==> src/rtl/sram_rr_arbiter_if.sv <==
// Bundle of request, read-return and SRAM-controller signals for sram_rr_arbiter.
//   master : the arbiter's view (drives grants, command, read returns, status)
//   slave  : the environment's view (requesters, return FIFOs, SRAM controller)
// Multi-port buses are packed; port p occupies slice [p*W +: W].
interface sram_rr_arbiter_if #(
  parameter int unsigned NUM_PORTS       = 4,
  parameter int unsigned ADDR_W          = 18,
  parameter int unsigned DATA_W          = 32,
  parameter int unsigned MASK_W          = 4,
  parameter int unsigned MAX_OUTSTANDING = 8
);
  localparam int unsigned CNT_W = $clog2(MAX_OUTSTANDING) + 1;

  logic [NUM_PORTS-1:0]        req_valid;
  logic [NUM_PORTS-1:0]        req_ready;
  logic [NUM_PORTS-1:0]        req_write;
  logic [NUM_PORTS*ADDR_W-1:0] req_addr;
  logic [NUM_PORTS*DATA_W-1:0] req_data;
  logic [NUM_PORTS*MASK_W-1:0] req_mask;
  logic [NUM_PORTS-1:0]        rd_space;
  logic [NUM_PORTS-1:0]        rd_valid;
  logic [DATA_W-1:0]           rd_data;
  logic                        sram_addr_valid;
  logic                        sram_ready;
  logic [ADDR_W-1:0]           sram_addr;
  logic [DATA_W-1:0]           sram_data_in;
  logic [MASK_W-1:0]           sram_write_mask;
  logic [DATA_W-1:0]           sram_data_out;
  logic                        sram_data_out_valid;
  logic [CNT_W-1:0]            outstanding;
  logic                        err_unexpected;

  modport master (
    input  req_valid, req_write, req_addr, req_data, req_mask, rd_space,
           sram_ready, sram_data_out, sram_data_out_valid,
    output req_ready, rd_valid, rd_data, sram_addr_valid, sram_addr,
           sram_data_in, sram_write_mask, outstanding, err_unexpected
  );

  modport slave (
    output req_valid, req_write, req_addr, req_data, req_mask, rd_space,
           sram_ready, sram_data_out, sram_data_out_valid,
    input  req_ready, rd_valid, rd_data, sram_addr_valid, sram_addr,
           sram_data_in, sram_write_mask, outstanding, err_unexpected
  );
endinterface

==> src/rtl/sram_rr_arbiter.sv <==
// N-port round-robin (or fixed-priority) arbiter in front of the SRAM controller.
// Ports:
//   sram_clock : sole clock, rising edge
//   reset_n    : asynchronous active-low reset
//   bus        : sram_rr_arbiter_if.master -- per-port requests, one-hot combinational
//                grant (req_ready), registered SRAM command, registered read return
//                routed by an in-order tag queue, outstanding-read count, sticky error.
module sram_rr_arbiter #(
  parameter int unsigned NUM_PORTS       = 4,
  parameter int unsigned ADDR_W          = 18,
  parameter int unsigned DATA_W          = 32,
  parameter int unsigned MASK_W          = 4,
  parameter int unsigned MAX_OUTSTANDING = 8,
  parameter int unsigned FIXED_PRIORITY  = 0
) (
  input  logic              sram_clock,
  input  logic              reset_n,
  sram_rr_arbiter_if.master bus
);
  localparam int unsigned TAG_W = $clog2(NUM_PORTS);
  localparam int unsigned PTR_W = $clog2(MAX_OUTSTANDING);
  localparam int unsigned CNT_W = PTR_W + 1;

  localparam logic [0:0] IDLE  = 1'b0;
  localparam logic [0:0] ISSUE = 1'b1;

  logic [0:0]           state_q, state_d;
  logic [ADDR_W-1:0]    addr_q, addr_d;
  logic [DATA_W-1:0]    data_q, data_d;
  logic [MASK_W-1:0]    mask_q, mask_d;
  logic [NUM_PORTS-1:0] rd_valid_q, rd_valid_d;
  logic [DATA_W-1:0]    rd_data_q, rd_data_d;
  logic [TAG_W-1:0]     last_q, last_d;
  logic [PTR_W-1:0]     wr_ptr_q, wr_ptr_d, rd_ptr_q, rd_ptr_d;
  logic [CNT_W-1:0]     count_q, count_d;
  logic                 err_q, err_d;
  logic [TAG_W-1:0]     tag_mem [MAX_OUTSTANDING];

  logic                 tq_full_c, tq_empty_c, slot_free_c;
  logic [NUM_PORTS-1:0] elig_c, grant_c;
  logic                 gnt_vld_c;
  logic [TAG_W-1:0]     gnt_idx_c;
  logic                 push_c, pop_c;

  assign tq_full_c   = (count_q == CNT_W'(MAX_OUTSTANDING));
  assign tq_empty_c  = (count_q == '0);
  // Reset gates the slot so req_ready drops the moment reset_n falls.
  assign slot_free_c = reset_n & ((state_q == IDLE) | bus.sram_ready);

  // Eligibility and rotating search starting after the last granted port.
  always_comb begin
    int unsigned start;
    int unsigned idx;
    elig_c    = '0;
    gnt_vld_c = 1'b0;
    gnt_idx_c = '0;
    for (int p = 0; p < int'(NUM_PORTS); p++) begin
      elig_c[p] = bus.req_valid[p] & (bus.req_write[p] | (bus.rd_space[p] & ~tq_full_c));
    end
    start = (FIXED_PRIORITY != 0) ? 32'd0 : ((32'(last_q) + 32'd1) % NUM_PORTS);
    for (int i = 0; i < int'(NUM_PORTS); i++) begin
      idx = (start + 32'(i)) % NUM_PORTS;
      if (!gnt_vld_c && elig_c[idx]) begin
        gnt_vld_c = 1'b1;
        gnt_idx_c = TAG_W'(idx);
      end
    end
    gnt_vld_c = gnt_vld_c & slot_free_c;
    grant_c   = gnt_vld_c ? (NUM_PORTS'(1) << gnt_idx_c) : '0;
  end

  assign push_c = gnt_vld_c & ~bus.req_write[gnt_idx_c];
  // Returns with nothing in flight are dropped and flagged instead of popped.
  assign pop_c  = bus.sram_data_out_valid & ~tq_empty_c;

  // Next-state: FSM, command register, tag-queue pointers, read return.
  always_comb begin
    state_d    = state_q;
    addr_d     = addr_q;
    data_d     = data_q;
    mask_d     = mask_q;
    last_d     = last_q;
    wr_ptr_d   = wr_ptr_q;
    rd_ptr_d   = rd_ptr_q;
    count_d    = count_q;
    rd_valid_d = '0;
    rd_data_d  = rd_data_q;
    err_d      = err_q | (bus.sram_data_out_valid & tq_empty_c);

    case (state_q)
      IDLE:    if (gnt_vld_c) state_d = ISSUE;
      ISSUE:   if (bus.sram_ready && !gnt_vld_c) state_d = IDLE;
      default: state_d = IDLE;
    endcase

    if (gnt_vld_c) begin
      addr_d = bus.req_addr[32'(gnt_idx_c)*ADDR_W +: ADDR_W];
      data_d = bus.req_data[32'(gnt_idx_c)*DATA_W +: DATA_W];
      mask_d = bus.req_write[gnt_idx_c] ? bus.req_mask[32'(gnt_idx_c)*MASK_W +: MASK_W] : '0;
      last_d = gnt_idx_c;
    end

    if (push_c) wr_ptr_d = wr_ptr_q + PTR_W'(1);
    if (pop_c) begin
      rd_ptr_d   = rd_ptr_q + PTR_W'(1);
      rd_valid_d = NUM_PORTS'(1) << tag_mem[rd_ptr_q];
      rd_data_d  = bus.sram_data_out;
    end
    if (push_c && !pop_c)      count_d = count_q + CNT_W'(1);
    else if (!push_c && pop_c) count_d = count_q - CNT_W'(1);
  end

  always_ff @(posedge sram_clock or negedge reset_n) begin
    if (!reset_n) begin
      state_q    <= IDLE;
      addr_q     <= '0;
      data_q     <= '0;
      mask_q     <= '0;
      last_q     <= TAG_W'(NUM_PORTS - 1);
      wr_ptr_q   <= '0;
      rd_ptr_q   <= '0;
      count_q    <= '0;
      rd_valid_q <= '0;
      rd_data_q  <= '0;
      err_q      <= 1'b0;
    end else begin
      state_q    <= state_d;
      addr_q     <= addr_d;
      data_q     <= data_d;
      mask_q     <= mask_d;
      last_q     <= last_d;
      wr_ptr_q   <= wr_ptr_d;
      rd_ptr_q   <= rd_ptr_d;
      count_q    <= count_d;
      rd_valid_q <= rd_valid_d;
      rd_data_q  <= rd_data_d;
      err_q      <= err_d;
    end
  end

  // Tag storage; validity is tracked by the pointers, so no reset needed.
  always_ff @(posedge sram_clock) begin
    if (push_c) tag_mem[wr_ptr_q] <= gnt_idx_c;
  end

  assign bus.req_ready       = grant_c;
  assign bus.sram_addr_valid = state_q;
  assign bus.sram_addr       = addr_q;
  assign bus.sram_data_in    = data_q;
  assign bus.sram_write_mask = mask_q;
  assign bus.rd_valid        = rd_valid_q;
  assign bus.rd_data         = rd_data_q;
  assign bus.outstanding     = count_q;
  assign bus.err_unexpected  = err_q;
endmodule

==> src/flat_wrapper.sv <==
// flat-port wrapper written by rule: the top's interface ports become plain ports
module sram_rr_arbiter_flat 
#(
  parameter int unsigned NUM_PORTS       = 4,
  parameter int unsigned ADDR_W          = 18,
  parameter int unsigned DATA_W          = 32,
  parameter int unsigned MASK_W          = 4,
  parameter int unsigned MAX_OUTSTANDING = 8,
  parameter int unsigned FIXED_PRIORITY  = 0
)
  (sram_clock, reset_n, bus_req_valid, bus_req_write, bus_req_addr, bus_req_data, bus_req_mask, bus_rd_space, bus_sram_ready, bus_sram_data_out, bus_sram_data_out_valid, bus_req_ready, bus_rd_valid, bus_rd_data, bus_sram_addr_valid, bus_sram_addr, bus_sram_data_in, bus_sram_write_mask, bus_outstanding, bus_err_unexpected);
  sram_rr_arbiter_if #(.NUM_PORTS(NUM_PORTS), .ADDR_W(ADDR_W), .DATA_W(DATA_W), .MASK_W(MASK_W), .MAX_OUTSTANDING(MAX_OUTSTANDING)) bus_i ();
  input  logic sram_clock;
  input  logic reset_n;
  input wire logic [$bits(bus_i.req_valid)-1:0] bus_req_valid;
  input wire logic [$bits(bus_i.req_write)-1:0] bus_req_write;
  input wire logic [$bits(bus_i.req_addr)-1:0] bus_req_addr;
  input wire logic [$bits(bus_i.req_data)-1:0] bus_req_data;
  input wire logic [$bits(bus_i.req_mask)-1:0] bus_req_mask;
  input wire logic [$bits(bus_i.rd_space)-1:0] bus_rd_space;
  input wire logic [$bits(bus_i.sram_ready)-1:0] bus_sram_ready;
  input wire logic [$bits(bus_i.sram_data_out)-1:0] bus_sram_data_out;
  input wire logic [$bits(bus_i.sram_data_out_valid)-1:0] bus_sram_data_out_valid;
  output wire logic [$bits(bus_i.req_ready)-1:0] bus_req_ready;
  output wire logic [$bits(bus_i.rd_valid)-1:0] bus_rd_valid;
  output wire logic [$bits(bus_i.rd_data)-1:0] bus_rd_data;
  output wire logic [$bits(bus_i.sram_addr_valid)-1:0] bus_sram_addr_valid;
  output wire logic [$bits(bus_i.sram_addr)-1:0] bus_sram_addr;
  output wire logic [$bits(bus_i.sram_data_in)-1:0] bus_sram_data_in;
  output wire logic [$bits(bus_i.sram_write_mask)-1:0] bus_sram_write_mask;
  output wire logic [$bits(bus_i.outstanding)-1:0] bus_outstanding;
  output wire logic [$bits(bus_i.err_unexpected)-1:0] bus_err_unexpected;
  assign bus_i.req_valid = bus_req_valid;
  assign bus_i.req_write = bus_req_write;
  assign bus_i.req_addr = bus_req_addr;
  assign bus_i.req_data = bus_req_data;
  assign bus_i.req_mask = bus_req_mask;
  assign bus_i.rd_space = bus_rd_space;
  assign bus_i.sram_ready = bus_sram_ready;
  assign bus_i.sram_data_out = bus_sram_data_out;
  assign bus_i.sram_data_out_valid = bus_sram_data_out_valid;
  assign bus_req_ready = bus_i.req_ready;
  assign bus_rd_valid = bus_i.rd_valid;
  assign bus_rd_data = bus_i.rd_data;
  assign bus_sram_addr_valid = bus_i.sram_addr_valid;
  assign bus_sram_addr = bus_i.sram_addr;
  assign bus_sram_data_in = bus_i.sram_data_in;
  assign bus_sram_write_mask = bus_i.sram_write_mask;
  assign bus_outstanding = bus_i.outstanding;
  assign bus_err_unexpected = bus_i.err_unexpected;
  sram_rr_arbiter #(.NUM_PORTS(NUM_PORTS), .ADDR_W(ADDR_W), .DATA_W(DATA_W), .MASK_W(MASK_W), .MAX_OUTSTANDING(MAX_OUTSTANDING), .FIXED_PRIORITY(FIXED_PRIORITY)) u_core (.sram_clock(sram_clock), .reset_n(reset_n), .bus(bus_i));
endmodule
==> config.mk <==
export PLATFORM = sky130hd
export DESIGN_NAME = sram_rr_arbiter_flat
export DESIGN_NICKNAME = d
export VERILOG_FILES = /design/src/rtl/sram_rr_arbiter_if.sv /design/src/rtl/sram_rr_arbiter.sv /design/src/flat_wrapper.sv
export SDC_FILE = /design/constraint.sdc
export NUM_CORES = 1
export LEC_CHECK = 0
export ABC_AREA = 1
export CAP_MARGIN = 5
export CORE_AREA = 3 3 139 141
export CTS_BUF_LIST = sky130_fd_sc_hd__clkbuf_4
export CTS_CLUSTER_SIZE = 10
export DETAILED_ROUTE_END_ITERATION = 6
export DIE_AREA = 0 0 142 144
export PLACE_DENSITY_LB_ADDON = 0.1
export RECOVER_POWER = 50
export SLEW_MARGIN = 25
export SYNTH_ARGS = -nofsm -noshare
export SYNTH_HDL_FRONTEND = slang
export SYNTH_SLANG_ARGS = --single-unit
==> constraint.sdc <==
create_clock -name sram_clock -period 3.7 [get_ports sram_clock]
set_input_delay 0.74 -clock sram_clock [delete_from_list [all_inputs] [get_ports sram_clock]]
set_output_delay 0.74 -clock sram_clock [all_outputs]
set_load 0.01 [all_outputs]
==> metrics.md <==
| Metric | Value |
|---|---|
| Setup crit end kind | `output port` |
| Mapped Avg Cell Area | `7.195 sq um` |
| Routed WL | `25.98 mm` |
| Netlist cell types | `35` |
| Reg2reg setup slack | `0.43 ns` |
| Async SR Flop Fraction | `86.67%` |
| Layout cells sized above 1 | `8.015%` |
| Final #Nets | `1592` |
| Worst-Margin Slew | `2.065 ns` |
| Min-delay worst type | `flip-flop to flip-flop` |
| Worst EP required | `2.96 ns` |
| Worst path max stage delay | `0.49 ns` |
| Die Y | `144 um` |
| Fmax | `0.2938 GHz` |
| Syn Std Cell Area | `6950 sq um` |
| Max cap viols | `2` |
| Area share of the largest cell type after synthesis | `36.72%` |
| Most frequent cells after synthesis | `nand2_1, nand3_1, a21oi_1, dfrtp_1, o21ai_1` |
| DIE AREA | `20450 sq um` |
| Yosys reg bits | `120` |
| Main synth FF type | `dfrtp_1` |
| Sink Count | `120` |
| Failing checks | `max-capacitance violations, max-slew violations` |
| Critical path's slowest cell | `clkdlybuf4s50_1` |
| Number of global-route vias before repair | `7377` |
| DIE WIDTH | `142 um` |
| Crit share post-route | `91.99%` |
| Status | `finished with violations` |
| Number of CTS-inserted buffers | `17` |
| Vias per inst | `4.964` |
| Clock Path Buffers | `2` |
| Non-filler instance count after layout | `1565` |
| DRT iter0 DRCs | `414` |
| Cell taking the most area after synthesis | `dfrtp_1` |
| Grt total ovfl | `0` |
| I/O pin cnt | `364` |
| Slew Limit Fails | `76` |
| Dpl cell area | `10830 sq um` |
| Top cells by area, synth | `dfrtp_1, nand2_1, nand3_1` |
| Placeable Area | `18090 sq um` |
| Worst setup SP type | `input pin` |
| CTS tree | `yes` |
| Initial Util | `38.43%` |
| Area Overhead vs Synth | `60.63%` |
| CP cell instances | `clkdlybuf4s50_1 -> inv_1 -> nand2_1 -> nand3_1 -> nand3_1 -> nand2_2 -> nor2_1 -> nand2_1 -> nand3_2 -> nand2_1 -> o21ai_4 -> nand2_2 -> a21oi_1 -> buf_4 -> clkbuf_2` |
| Register area share after synthesis | `44.39%` |
| # fillers | `1634` |
| Warnings from Yosys | `0` |
| Total power draw | `10770 uW` |
| Post-Syn Instances | `966` |
| Initial antenna violation count | `1` |
| Total track usage | `24.38%` |
| H-tree lvl count | `4` |
| Clock transition at path regs | `0.10 ns` |
| First-pass DRT Iterations | `4` |
| Number of flops mapped to enable cells by yosys | `16` |
| Post-route cell area | `11160 sq um` |
| Clock latency on the worst-skew pair | `0.53 ns` |
| Hold-fix buffer count after cts | `0` |
| Num rows | `49` |
| Post-DP HPWL | `19.09 mm` |
| DP Cell Count | `1525` |
| Pwr dens | `964.4 nW/um^2` |
| Slew headroom | `-37.65%` |
| Maximum VDD drop | `1.320 mV` |
| Vias | `7769` |
| Final Core Density | `61.73%` |
| Final Hold Violating Endpoints | `0` |
| Leakage | `0.005143 uW` |
| Mapped Nets | `1236` |
| Placer Congestion | `0.8581` |
| Most common cell type on the critical path | `nand2_1` |
| # DRC | `0` |
| Critical Path AT | `2.66 ns` |
| RSZ-0062 raised after global routing | `no` |
| WL per Instance | `16.60 um` |
| Worst Skew | `0.01650 ns` |
| Post-route minimum period | `3.404 ns` |
| Multi-input gate area | `3453 sq um` |
| First-pass GRT wire length | `39.32 mm` |
| I/O Buffers | `363` |
| Setup Viol. Count Final | `0` |
| FF+latch area | `3089 sq um` |
| Setup TNS | `0 ns` |
| Worst Path Max Fanout | `4` |
| Final antenna-violating net count | `0` |
| Largest net degree at the start of global routing | `87` |
| Root buf cell | `clkbuf_4` |
| Critical path type | `input pin to output port` |
| Cell with the most instances after synthesis | `nand2_1` |
==> registers in the layout, indices dropped and copies added (netlist names), 3 cells and up <==
signal,cells
u_core.bus.sram_write_mask,4
u_core.bus.sram_addr,18
u_core.bus.sram_data_in,32
u_core.bus.rd_valid,4
u_core.wr_ptr_q,3
u_core.tag_mem,16
u_core.rd_ptr_q,3
u_core.bus.outstanding,4
u_core.bus.rd_data,32
==> placed cells by master (no fill, tap or decap), drive strengths merged, types with 4 or more instances in the layout <==
cell type      Yosys  routed
o21ai             67      67
edfxtp            16      16
dfrtp            102     102
clkbuf            11      25
nor2              31      31
clkinv             1       4
ha                 5       5
xor2               4       4
dlygate4sd3        0      25
nand3            134     134
buf               58      40
clkdlybuf4s50      0     333
nand2            390     390
a21oi            103     103
inv               23      31
o22ai              4       4
nand4              6       6
==> final cells by class <==
| class | count | area share [%] |
|---|---|---|
| repair buffers | 406 | 35.32 |
| multi-input cells | 753 | 30.93 |
| flip-flops and latches | 120 | 27.67 |
| well taps | 229 | 2.566 |
| clock inverters | 15 | 1.535 |
| clock buffers | 17 | 1.143 |
| inverters | 24 | 0.8069 |
| diodes | 1 | 0.02241 |
==> path summary, 6_finish.rpt <==
check	endpoint	depth (start not counted)	start
setup / recovery	bus_req_ready[3]	15	bus_req_write[0]
hold / removal	u_core.bus.rd_data[17]	2	u_core.bus.rd_data[17]
setup reg to reg	u_core.bus.outstanding[3]	27	u_core.bus.outstanding[0]
hold reg to reg	u_core.bus.rd_data[17]	2	u_core.bus.rd_data[17]
max in group asynchronous	u_core.bus.outstanding[2]	3	reset_n
min in group asynchronous	u_core.bus.rd_data[27]	2	reset_n
==> worst max-delay path: cells and delay by family <==
family | cells | cell delay, ns
and+or+nand+nor | 9 | 0.89
buffers and inverters | 4 | 0.80
AOI/OAI and AO/OA | 2 | 0.24
==> cells by family (layout without fill, tap and decap cells) <==
logic type / count (synthesis) / count (layout) / share of synthesized area, %
AOI/OAI and AO/OA: 177 / 177 / 13.25
xor gates and xnor gates: 7 / 7 / 0.9902
adders and majority gates: 6 / 6 / 1.188
buffers and inverters: 93 / 462 / 6.534
DFF: 120 / 120 / 44.39
muxes: 1 / 1 / 0.1620
other: 0 / 1 / 0
and+or+nand+nor: 562 / 562 / 33.48
==> repair_timing <==
item	4_1_cts	5_1_grt
setup endpoints to repair	4	4
resized for setup	7	14
pin swaps	1	2
setup buffers	7	0
==> report_power, final <==
part | internal, uW | switching, uW
Clock | 473 | 533
Sequential | 1930 | 298
Combinational | 2920 | 4620
Total | 5320 | 5450
==> through the flow <==
stage | hold slack [ns] | worst slack [ns]
after CTS | 0.2484 | 0.04167
final | 0.4816 | 0.2963
after detailed placement | 0.4639 | -0.1351
after global routing | 0.5036 | 0.002306
after floorplan | 0.4444 | 0.4497
after global placement | 0.4525 | -0.1042
==> metal layers <==
layer  part of all wire, %  up-vias  GRT usage (%)
met5                     0        -              0
met1                    40     3531          30.04
li1                      -     3911              -
met3                   6.7       36          5.919
met2                    50      291          42.06
met4                   2.6        0          8.182
Note: power is estimated with default switching activity, not from simulation.
